--- src/rtl/adc_sample_avg.sv ---
// adc_sample_avg: block averager for signed ADC samples.
// Each hab_i pulse adds data_i[DW-1:0] to a wide signed accumulator. Every
// 2^LOG2N samples the block mean is placed in a one-entry valid/ready output
// stage. A result that arrives while the stage is still held is dropped and
// the sticky ovr_o flag is set.
// Optional build macro ADC_AVG_ROUND_EN: round half up instead of floor.
module adc_sample_avg #(
    parameter int DW    = 24,
    parameter int LOG2N = 2
) (
    input  logic          clk_i,
    input  logic          rst_i,
    input  logic          hab_i,
    input  logic [31:0]   data_i,
    input  logic          clr_i,
    input  logic          ready_i,
    output logic [DW-1:0] avg_o,
    output logic          valid_o,
    output logic          ovr_o,
    output logic [6:0]    fill_o
);
    // The extra LOG2N bits hold the sum of 2^LOG2N samples without overflow.
    localparam int         AW   = DW + LOG2N;
    localparam logic [6:0] LAST = 7'((1 << LOG2N) - 1);

    typedef enum logic {
        OUT_EMPTY = 1'b0,
        OUT_FULL  = 1'b1
    } out_state_t;

    out_state_t           state;
    logic signed [AW-1:0] acc;
    logic signed [DW-1:0] sample;
    logic signed [AW-1:0] sum;
    logic signed [AW-1:0] sum_biased;
    logic signed [AW-1:0] sum_shifted;
    logic        [DW-1:0] result;
    logic                 last;
    logic                 done;

    assign sample = signed'(data_i[DW-1:0]);
    assign sum    = acc + AW'(sample);

`ifdef ADC_AVG_ROUND_EN
    // Half an LSB of the result; zero when LOG2N is 0.
    localparam logic signed [AW-1:0] BIAS = AW'((1 << LOG2N) >> 1);
    assign sum_biased = sum + BIAS;
`else
    assign sum_biased = sum;
`endif

    assign sum_shifted = sum_biased >>> LOG2N;
    assign result      = sum_shifted[DW-1:0];
    assign last        = (fill_o == LAST);
    assign done        = hab_i && last;

    // Accumulate samples and restart from zero once a block completes.
    always_ff @(posedge clk_i or posedge rst_i) begin
        if (rst_i) begin
            acc    <= '0;
            fill_o <= '0;
        end else if (clr_i) begin
            acc    <= '0;
            fill_o <= '0;
        end else if (hab_i) begin
            if (last) begin
                acc    <= '0;
                fill_o <= '0;
            end else begin
                acc    <= sum;
                fill_o <= fill_o + 7'd1;
            end
        end
    end

    // Output stage: holds one result until it is accepted, flags drops.
    always_ff @(posedge clk_i or posedge rst_i) begin
        if (rst_i) begin
            state   <= OUT_EMPTY;
            avg_o   <= '0;
            valid_o <= 1'b0;
            ovr_o   <= 1'b0;
        end else if (clr_i) begin
            state   <= OUT_EMPTY;
            valid_o <= 1'b0;
            ovr_o   <= 1'b0;
        end else begin
            case (state)
                OUT_EMPTY: begin
                    if (done) begin
                        avg_o   <= result;
                        valid_o <= 1'b1;
                        state   <= OUT_FULL;
                    end
                end
                OUT_FULL: begin
                    if (ready_i) begin
                        if (done) begin
                            avg_o <= result;
                        end else begin
                            valid_o <= 1'b0;
                            state   <= OUT_EMPTY;
                        end
                    end else if (done) begin
                        ovr_o <= 1'b1;
                    end
                end
                default: begin
                    state   <= OUT_EMPTY;
                    valid_o <= 1'b0;
                end
            endcase
        end
    end

endmodule

--- config.mk ---
export PLATFORM = sky130hd
export DESIGN_NAME = adc_sample_avg
export DESIGN_NICKNAME = d
export VERILOG_FILES = /design/src/rtl/adc_sample_avg.sv
export SDC_FILE = /design/constraint.sdc
export NUM_CORES = 1
export LEC_CHECK = 0
export CORE_UTILIZATION = 57
export DETAILED_ROUTE_END_ITERATION = 8
export PLACE_DENSITY = 0.95
export REMOVE_ABC_BUFFERS = 1
export SYNTH_ARGS = -nofsm -noshare
export SYNTH_HDL_FRONTEND = slang
export SYNTH_SLANG_ARGS = --single-unit
--- constraint.sdc ---
create_clock -name clk_i -period 7.78 [get_ports clk_i]
set_clock_uncertainty 0.1 [all_clocks]
set_input_delay 1.556 -clock clk_i [delete_from_list [all_inputs] [get_ports clk_i]]
set_output_delay 1.556 -clock clk_i [all_outputs]
set_load 0.01 [all_outputs]
# ---- Yosys cells after proc, flatten, opt, wreduce, memory -nomap -nowiden
# Cells that the tools add are included.
dict set report classes {
  n_addsub 2
  eq_ne 6
  muxes 21
  bitwise_logic 2
  n_reduce_logical 7
}
# cell n
set op_table {}
lappend op_table {{$mux 26} 3}
lappend op_table {{$mux 24} 2}
lappend op_table {{$pmux 24 s2} 1}
lappend op_table {{$add 26x24->26} 1}
lappend op_table {{$mux 7} 3}
lappend op_table {{$mux 1} 10}
lappend op_table {{$ne 3x3->1 const B} 3}
lappend op_table {{$add 7x1->7 const B} 1}
lappend op_table {{$eq 7x2->1 const B} 1}
lappend op_table {{$reduce_and 3->1} 2}
lappend op_table {{$reduce_bool 2->1} 3}
lappend op_table {{$ne 2x2->1 const B} 2}
lappend op_table {{$pmux 1 s2} 2}
lappend op_table {{$not 1->1} 2}
lappend op_table {{$reduce_and 2->1} 1}
lappend op_table {{$logic_and 1x1->1} 1}
dict set report word_totals {
  register_bits 60
  output_inout_bits 33
  word_cells 44
}

# ---- Longest topological paths before layout
# Gate-level depths: netlist (run 1).
dict set report depth {
  word_depth 6
  ltp_mapped 9
  mapped_depth_nobuf 9
}

# ---- Worst setup path before layout (run 1)
# No wires, ideal clock.
dict set report synth_timing {
  kind {input-to-reg}
  startpoint {in data_i[0]}
  endpoint {reg acc[22]}
  setup_ns 0.126
  arrival_ns 3.443
  required_ns 7.554
  path_slack_ns 4.111
  cell_stages 9
  n_path_buf 0
  cell_sequence {ha_1 fa_1 a21oi_1 o22ai_1 o21bai_1 a211oi_2 a31oi_1 mux2i_1 a221o_1}
}
dict set report synth_between {
  elab_chain_cells 4
}
# item line_no
set synth_lines {}
lappend synth_lines {{start: declaration} 14} ;# input logic [31:0] data_i,
lappend synth_lines {{$add 26x24->26} 42} ;# assign sum = acc + AW'(sample);
lappend synth_lines {{$mux 26} 66} ;# if (last) begin
lappend synth_lines {{$mux 26} 65} ;# end else if (hab_i) begin
lappend synth_lines {{$mux 26} 62} ;# end else if (clr_i) begin
lappend synth_lines {{end signal: assignment} 70} ;# acc <= sum;
lappend synth_lines {{end: declaration} 32} ;# logic signed [AW-1:0] acc;
# Every way passes these cells. The select of a mux whose other input is x is not followed.
# A chain may end at the register's enable or synchronous reset.

# ---- Worst setup path after layout (run 1)
# Ends and elaborated chain as after synthesis.

==> metrics, run 1 <==
post-synth top area share 40.1%; worst-path cell chain clkdlybuf4s50_1 > ha_1 > fa_1 > a21oi_1 > o22ai_1 > o21bai_1 > a211oi_2 > a31oi_1 > mux2i_1 > a221o_1; crit path time final 4.17 ns; PnR worst setup slack 3.61 ns; routability cong. 0.916; CP startpoint data_i[0]; DR DRC count 0; DR iter-0 viols 174; asr flop ratio synth 100%; cell count after placement 529; Initial Util 58.9%; grt met2 use 45.7%; first-pass GRT wire length 15.3 mm; Area contributors post-synth dfrtp_1 40%, ha_1 8.7%, nand2_1 6.1%, a22o_1 4.4%, a21oi_1 4.3%; MaxCap Viol Count 0; Max Clk Rate 240 MHz; Hold Path Class reg -> reg; total core area 0.00635 mm2; via count 3319; final std cells w/o fill 545; H-Tree Depth 3; CP peak stage delay 0.42 ns; setup bufs post-CTS 0; yosys warns 0; Peak VDD IR 0.186 mV; min-delay src avg_o[2]$_DFFE_PP0P_; Worst-Margin Slew 1.12 ns; Clock Path Buffers 2; Reg-to-Reg Start acc[0]$_DFFE_PP0P_; status finished, final reports clean; Power Density 239 mW/mm2; RSZ-0062 raised after global routing false; fraction of layout cells with a size suffix above 1 7.26%; Slew headroom 24.8%; Setup violations, final 0; met1 usage 35.3%; Die X 83.0 um; Crit Path Class in -> reg; drt pass-1 iters 4; CTS Sinks 60; Yosys top cell by area dfrtp_1; WP data required 7.91 ns; final net count 527; drt wl/cell 16.5 um; post-synth cell types 51; setup TNS 0 ns; register bit total from synthesis 60; CP Max Fanout 4; IO Count 70; Remaining Overflow, GRT 0; post-layout power 1.10 mW; kind of end point of the critical path register; root buffer cell clkbuf_8; Mapped Area 0.00374 mm2; Clock Latency Late Sink 0.35 ns; final period utilization 53.6%; dpl ws 3.30 ns; DIE HEIGHT 83.0 um; Final Hold Fails 0; IO buf count 61; Slew Viols, Final 0; initial antenna violation count 0; total leakage power 2.08 nW; Post-Route WL 9.01 mm; CTS tree built; Primary FF master, synth dfrtp_1; largest net degree at the start of global routing 61; vias in the first global route 3381; via/cell ratio 6.09; Antenna Nets Post-Route 0; row count 29; most crowded layer after global routing met2; highest-delay cell along the critical path clkdlybuf4s50_1; GRT Util Overall 27.6%; most frequent cells in the layout 61 x nand2_1, 61 x clkdlybuf4s50_1, 60 x dfrtp_1, 32 x a21oi_1, 27 x o21ai_0; fillers 448; sequential share of the synthesized area 40.1%; cts repair resizes 0; CTS buffer count 9; Mapped Cells 405; Hold Buf Count CTS 0; met3 Resource Use GR 7.16%; area grow syn2layout 22.9%; Clock Pin Slew Worst Setup and Hold Paths 0.07 ns; DIE AREA 0.00689 mm2; R2R setup slack 4.85 ns; Post-DP HPWL 6.38 mm; EDFF count, synth 0; Setup crit start kind input port; syn avg cell area 9.24 um2; Arr. time, crit path 4.30 ns; antenna cell count 0
registers in the layout (all words and copies together), names as in the netlist:
register and count:
acc 26, valid_o 1, avg_o 24, fill_o 7
ovr_o 1, state 1
worst paths after layout:
| kind | end | cells past startpoint |
|---|---|---|
| worst max-delay path | acc[22]$_DFFE_PP0P_ | 10 |
| worst min-delay path | avg_o[2]$_DFFE_PP0P_ | 2 |
| worst max register to register | acc[22]$_DFFE_PP0P_ | 9 |
| worst min register to register | avg_o[2]$_DFFE_PP0P_ | 2 |
| max in group asynchronous | acc[17]$_DFFE_PP0P_ | 3 |
| min in group asynchronous | valid_o$_DFFE_PP0P_ | 3 |
where the power goes:
group	internal, mW	switching, mW	leakage [nW]
clock	0.156	0.130	0.0983
combinational	0.196	0.216	1.18
sequential	0.366	0.0335	0.806
total	0.718	0.380	2.08
per-stage QoR:
stage,cell area (um2),utilization (%),hold WS [ns]
3_3_place_gp,4400,69.3,0.357
3_5_place_dp,4400,69.3,0.362
4_1_cts,4600,72.4,0.379
6_report,4600,72.4,0.375
5_1_grt,4600,72.4,0.401
2_1_floorplan,3670,-,0.347
layer usage:
metal,vias up,wire [um],share of wire [%]
met5,-,0,0
met3,22,595,6.6
met2,129,4420,49
met1,1580,3810,42
met4,0,178,2.0
li1,1588,-,-
cell usage after synthesis, types with 4 or more instances:
cell type  instances
o21ai_1            4
dfrtp_1           60
mux2_2             7
nand2b_1           8
nor3_1             4
nand2_1           61
a31oi_1            5
nor2_1            23
nor2b_1            4
and4_1             4
o21bai_1           7
nand4_1            4
xnor2_1           14
o21ai_0           27
a22o_1            19
a21o_1             6
ha_1              26
inv_1              8
and2_1             4
or3_1              5
nand3_1            9
clkbuf_1          12
xor2_1             9
a21oi_1           32
area by class of cell:
class | count | area [um2] | area share, %
multi-input cells | 320 | 2140 | 46.5
clock inverters | 6 | 63.8 | 1.39
clock buffers | 10 | 138 | 2.99
flip-flops and latches | 60 | 1500 | 32.6
well taps | 77 | 96.3 | 2.09
repair buffers | 64 | 633 | 13.8
inverters | 8 | 30.0 | 0.653
cell families after synthesis:
kind of cell | synth area share (%)
xor+xnor | 5.38
simple gates | 18.1
compound gates | 21.4
fa+ha+maj | 9.23
mux | 2.91
buf+inv | 2.81
flops | 40.1
critical path, delay by kind of cell:
family,cells,cell delay [ns]
compound gates,6,1.54
fa+ha+maj,2,0.66
buf+inv,1,0.42
mux,1,0.14
No activity file was read; power rests on OpenSTA's default activity.
==> run 2, diff against run 1 <==
Settings changed: CORE_UTILIZATION 57 to 53, PLACE_DENSITY 0.95 to 0.92.
Clock period 7.78 ns to 4.2 ns, I/O delays scaled along.
==> run 2 against run 1 <==
Compared with the run above: non-clock buffer count is 2 higher; first-iteration DRC count is 14% higher; largest cell class unchanged; worst setup slack worse by 2.9 ns; final area rose by 0.73%; highest routed layer unchanged; final cell count up 3.9%; flip-flop and latch count unchanged; global-route usage decreased by 1.2 points; via count increased by 0.12%.
==> metrics, run 2 (synthesized netlist as in run 1, its figures left out) <==
antenna cell count 0 (unchanged); routability cong. 0.920 (was 0.916); Switching Share 35.2% (was 34.6%); Hold Buf Count CTS 0 (unchanged); Worst-Margin Slew 0.900 ns (was 1.12 ns); Crit Path Class in -> reg (unchanged); DIE AREA 0.00740 mm2 (was 0.00689 mm2); Logic pwr share 37.2% (was 37.5%); post-layout power 2.03 mW (was 1.10 mW); Clock Pin Slew Worst Setup and Hold Paths 0.08 ns (was 0.07 ns); cts repair resizes 0 (unchanged); Initial Util 55.1% (was 58.9%); via/cell ratio 5.87 (was 6.09); root buffer cell clkbuf_8 (unchanged); area grow syn2layout 23.8% (was 22.9%); largest reg by FF count acc (unchanged); highest-delay cell along the critical path a221oi_1 (was clkdlybuf4s50_1); CP peak stage delay 0.50 ns (was 0.42 ns); CTS tree built (unchanged); Antenna Nets Post-Route 0 (unchanged); fraction of layout cells with a size suffix above 1 7.45% (was 7.26%); DR iter-0 viols 199 (was 174); Power Density 439 mW/mm2 (was 239 mW/mm2); vias in the first global route 3257 (was 3381); fin util 68.2% (was 72.4%); MaxCap Viol Count 0 (unchanged); Final Hold Fails 0 (unchanged); power share of the sequential group 36.4% (about the same); Max Clk Rate 291 MHz; Clock Path Buffers 2 (unchanged); Post-DP HPWL 6.52 mm (was 6.38 mm); crit path time final 3.44 ns; DR DRC count 0 (unchanged); largest net degree at the start of global routing 34 (was 61); setup TNS 0 ns (unchanged); final net count 529 (was 527); total leakage power 2.09 nW (was 2.08 nW); via count 3323 (was 3319); Setup violations, final 0 (unchanged); clock power share 26.4% (was 26.0%); DIE HEIGHT 86.0 um (was 83.0 um); Setup crit start kind input port (unchanged); Largest register FFs 26 (unchanged); Arr. time, crit path 3.58 ns (was 4.30 ns); setup bufs post-CTS 0 (unchanged); WP data required 4.34 ns (was 7.91 ns); hold slack final 0.375 ns (about the same); IO buf count 61 (unchanged); Remaining Overflow, GRT 0 (unchanged); Slew Viols, Final 0 (unchanged); fillers 548 (was 448); final period utilization 81.9%; GRT Util Overall 26.3% (was 27.6%); Die X 86.0 um (was 83.0 um); net load switching power 715 uW (was 380 uW); largest registers acc x26, avg_o x24, fill_o x7 (unchanged); CTS Sinks 60 (unchanged); drt pass-1 iters 4 (unchanged); CP Max Fanout 4 (unchanged); Clock Latency Late Sink 0.35 ns (about the same); Slew headroom 39.8% (was 24.8%); most frequent cells in the layout 61 x nand2_1, 61 x clkdlybuf4s50_1, 60 x dfrtp_1, 32 x a21oi_1, 27 x o21ai_0 (unchanged); H-Tree Depth 3 (unchanged); Int Pwr 1.32 mW (was 718 uW); Post-Route WL 8.94 mm (was 9.01 mm); status finished, final reports clean (unchanged); first-pass GRT wire length 15.1 mm (was 15.3 mm); kind of end point of the critical path register (unchanged); worst-path cell chain clkdlybuf4s50_1 > ha_1 > fa_1 > a21oi_1 > o22ai_1 > o21bai_1 > a211oi_2 > a221oi_1 > or3_1 > nand3_1 (was clkdlybuf4s50_1 > ha_1 > fa_1 > a21oi_1 > o22ai_1 > o21bai_1 > a211oi_2 > a31oi_1 > mux2i_1 > a221o_1); CTS buffer count 9 (unchanged); drt wl/cell 15.8 um (was 16.5 um); Hold Path Class reg -> reg (unchanged); Peak VDD IR 0.228 mV (was 0.186 mV); initial antenna violation count 0 (unchanged); IO Count 70 (unchanged); row count 30 (was 29); total core area 0.00679 mm2 (was 0.00635 mm2); area post-placement 0.00443 mm2 (was 0.00440 mm2); post-route cell area 0.00463 mm2 (was 0.00460 mm2); RSZ-0062 raised after global routing false (unchanged)
[run 2: changes by cell type in the layout (fill, tap and decap cells not counted), sizes merged]
cell	previous run	this run
clkbuf	10	9
clkinv	3	1
buf	3	5
clkinvlp	2	3
inv	8	10
[run 2: path summary, 6_finish.rpt]
path                                        from                    end  slack, ns  depth (start not counted)
setup reg to reg           fill_o[0]$_DFFE_PP0P_  avg_o[22]$_DFFE_PP0P_       1.23                          8
hold reg to reg             avg_o[2]$_DFFE_PP0P_   avg_o[2]$_DFFE_PP0P_       0.38                          2
max in group asynchronous                  rst_i     acc[5]$_DFFE_PP0P_       2.36                          3
setup / recovery                       data_i[0]  avg_o[22]$_DFFE_PP0P_       0.76                         10
min in group asynchronous                  rst_i    valid_o$_DFFE_PP0P_       0.77                          2
hold / removal              avg_o[2]$_DFFE_PP0P_   avg_o[2]$_DFFE_PP0P_       0.38                          2
[run 2: critical path, delay by kind of cell]
family / cells / cell delay (ns)
AO/OA/AOI/OAI: 5 / 1.40
buffers and inverters: 1 / 0.42
adder cells (fa/ha/maj): 2 / 0.66
AND/OR/NAND/NOR: 2 / 0.27
[run 2: cell type report]
cell class | instances | area, um2 | area share (%)
Clock inverter | 7 | 75.1 | 1.62
Clock buffer | 9 | 124 | 2.67
Tap cell | 96 | 120 | 2.59
Sequential cell | 60 | 1500 | 32.4
Multi-Input combinational cell | 320 | 2130 | 46.1
Timing Repair Buffer | 66 | 648 | 14.0
Inverter | 8 | 30.0 | 0.648
[run 2: through the flow]
step | cells | setup WS, ns
floorplan | 388 | 1.25
global placement | 550 | 0.503
detailed placement | 550 | 0.439
CTS | 566 | 0.813
global route | 566 | 0.636
finish | 566 | 0.761
[run 2: metal layers]
layer | wire length (um) | share of wire [%] | global-route usage (%) | vias up
met1 | 3960 | 44 | 33.3 | 1596
met2 | 4340 | 49 | 44.5 | 116
met4 | 138 | 1.5 | 9.85 | 0
met3 | 503 | 5.6 | 5.49 | 15
li1 | - | - | - | 1596
met5 | 0 | 0 | 0 | -
[run 2: power groups by stage]
stage | Combinational (mW) | Sequential, mW | Clock, mW
floorplan | 0.461 | 0.767 | 0
CTS | 0.753 | 0.741 | 0.545
detailed placement | 0.748 | 0.750 | 0
finish | 0.756 | 0.741 | 0.536
global route | 0.835 | 0.752 | 0.570
global placement | 0.724 | 0.745 | 0
==> run 3, diff against run 2 <==
Settings changed: CORE_UTILIZATION 53 to 48, PLACE_DENSITY 0.92 to 0.88.
Clock period 4.2 ns to 2.9 ns, I/O delays scaled along.
==> run 3 against run 2 <==
Compared with the run above: final cell count increased by 11%; sequential power increased by 46%; first-iteration DRC count decreased by 5.0%; global-route usage increased by 0.45 points; hold slack improved by 0.0044 ns; critical path type unchanged; critical endpoint is now acc[24]$_DFFE_PP0P_; highest routed layer unchanged.
==> metrics, run 3 (synthesized netlist as in run 1, its figures left out) <==
status finished, final reports clean (unchanged); CTS Sinks 60 (unchanged); area grow syn2layout 41.0% (was 23.8%); Clock Path Buffers 2 (unchanged); post-route cell area 0.00528 mm2 (was 0.00463 mm2); DIE AREA 0.00815 mm2 (was 0.00740 mm2); final net count 589 (was 529); via/cell ratio 5.79 (was 5.87); CP Max Fanout 4 (unchanged); R2R setup slack 0.22 ns (was 1.23 ns); Slew Viols, Final 0 (unchanged); total leakage power 2.45 nW (was 2.09 nW); Worst Path Buf+Inv 2 (was 1); Hold Path Class reg -> reg (unchanged); row count 31 (was 30); WP data required 3.08 ns (was 4.34 ns); drt wl/cell 16.7 um (was 15.8 um); kind of end point of the critical path register (unchanged); post-layout power 3.43 mW (was 2.03 mW); MaxCap Viol Count 0 (unchanged); Worst-Margin Slew 1.06 ns (was 0.900 ns); Largest register FFs 26 (unchanged); Clock Latency Late Sink 0.35 ns (about the same); routability cong. 0.966 (was 0.920); H-Tree Depth 3 (unchanged); Crit Path Class in -> reg (unchanged); highest-delay cell along the critical path or4b_1 (was a221oi_1); Max Clk Rate 353 MHz; worst-path cell chain clkdlybuf4s50_1 > ha_4 > and4_4 > o21ai_0 > o21bai_4 > a211oi_4 > a221oi_2 > buf_4 > or4b_1 > nand3_1 (was clkdlybuf4s50_1 > ha_1 > fa_1 > a21oi_1 > o22ai_1 > o21bai_1 > a211oi_2 > a221oi_1 > or3_1 > nand3_1); largest registers acc x26, avg_o x24, fill_o x7 (unchanged); crit path time final 2.83 ns; RSZ-0062 raised after global routing true (was false); min-delay src avg_o[2]$_DFFE_PP0P_ (unchanged); largest reg by FF count acc (unchanged); Initial Util 50.5% (was 55.1%); Post-Route WL 10.5 mm (was 8.94 mm); Die X 90.3 um (was 86.0 um); setup TNS 0 ns (unchanged); Setup crit start kind input port (unchanged); CTS buffer count 9 (unchanged); via count 3642 (was 3323); Post-DP HPWL 7.20 mm (was 6.52 mm); CTS tree built (unchanged); vias in the first global route 3735 (was 3257); Worst path top cell family by delay simple AND/OR/NAND/NOR gates (was compound AO/OA/AOI/OAI gates); IO buf count 61 (unchanged); Arr. time, crit path 3.01 ns (was 3.58 ns); Power Density 650 mW/mm2 (was 439 mW/mm2); largest net degree at the start of global routing 61 (was 34); drt pass-1 iters 5 (was 4); DR DRC count 0 (unchanged); area post-placement 0.00486 mm2 (was 0.00443 mm2); Crit path depth 10 (unchanged); Clock Pin Slew Worst Setup and Hold Paths 0.07 ns (was 0.08 ns); DR iter-0 viols 189 (was 199); root buffer cell clkbuf_8 (unchanged); Slew headroom 29.0% (was 39.8%); DIE HEIGHT 90.3 um (was 86.0 um); worst hold stages 2 (unchanged); Reg-to-Reg Start fill_o[0]$_DFFE_PP0P_ (unchanged); most frequent cells in the layout 64 x buf_4, 61 x nand2_1, 60 x dfrtp_1, 58 x clkdlybuf4s50_1, 30 x a21oi_1 (was 61 x nand2_1, 61 x clkdlybuf4s50_1, 60 x dfrtp_1, 32 x a21oi_1, 27 x o21ai_0); Remaining Overflow, GRT 0 (unchanged); commonest non-fill, non-tap cell in the layout buf_4; final period utilization 97.6%; first-pass GRT wire length 17.4 mm (was 15.1 mm); Hold Crit Endpoint avg_o[2]$_DFFE_PP0P_ (unchanged); fraction of layout cells with a size suffix above 1 20.8% (was 7.45%); R2R Path End acc[25]$_DFFE_PP0P_ (was avg_o[22]$_DFFE_PP0P_); Antenna Nets Post-Route 0 (unchanged); Setup violations, final 0 (unchanged); CP peak stage delay 0.47 ns (was 0.50 ns); Final Hold Fails 0 (unchanged); GRT Util Overall 26.8% (was 26.3%); initial antenna violation count 0 (unchanged); total core area 0.00741 mm2 (was 0.00679 mm2); Peak VDD IR 0.349 mV (was 0.228 mV); hold slack final 0.380 ns (was 0.375 ns); R2R depth 8 (unchanged); IO Count 70 (unchanged); antenna cell count 0 (unchanged)
-- run 3: layout make-up --
type                    count  area [um2]
clock buffers              12         155
well taps                  99         124
multi-input cells         320        2250
fillers                   542        2130
flip-flops and latches     60        1500
clock inverters             4        95.1
repair buffers            126        1110
inverters                   8        30.0
-- run 3: worst min-delay path: cells and delay by family (launching register included) --
kind	cells	cell delay [ns]
flops	1	0.35
simple gates	2	0.10
-- run 3: metal layers --
metal,wire length [um],global-route usage (%),share of wire (%),vias up
met2,5000,43.8,48,142
met1,4500,33.6,43,1751
met5,0,0,0,-
li1,-,-,-,1711
met4,388,14.2,3.7,0
met3,601,5.05,5.7,38
-- run 3: stage by stage --
| step | utilization, % | cells | setup WS (ns) |
|---|---|---|---|
| after floorplan | - | 388 | 0.207 |
| after global placement | 65.5 | 607 | -0.432 |
| after detailed placement | 65.5 | 607 | -0.540 |
| after CTS | 70.4 | 629 | 0.00336 |
| after global routing | 71.2 | 629 | -0.0555 |
| final | 71.2 | 629 | 0.0698 |
-- run 3: power breakdown --
part / internal [mW] / total (mW) / switching, mW
registers: 0.983 / 1.08 / 0.0943
clock network: 0.617 / 0.961 / 0.344
logic: 0.716 / 1.39 / 0.676
-- run 3: repair_timing --
action | in CTS | in global routing
buffers inserted | 6 | 0
hold endpoints to repair | 0 | 0
hold buffers | 0 | 0
endpoints found under the setup margin | 6 | 23
gates resized for setup | 8 | 18
pin swaps | 6 | 8
-- run 3: worst max path at each step --
stage                     slack, ns               endpoint       from
after floorplan                0.21    acc[22]$_DFFE_PP0P_  data_i[0]
after global placement        -0.43    acc[24]$_DFFE_PP0P_  data_i[0]
after detailed placement      -0.54    acc[24]$_DFFE_PP0P_  data_i[0]
after CTS                     0.003    acc[22]$_DFFE_PP0P_  data_i[0]
after global routing          -0.06  avg_o[15]$_DFFE_PP0P_  data_i[1]
final                          0.07    acc[24]$_DFFE_PP0P_  data_i[9]
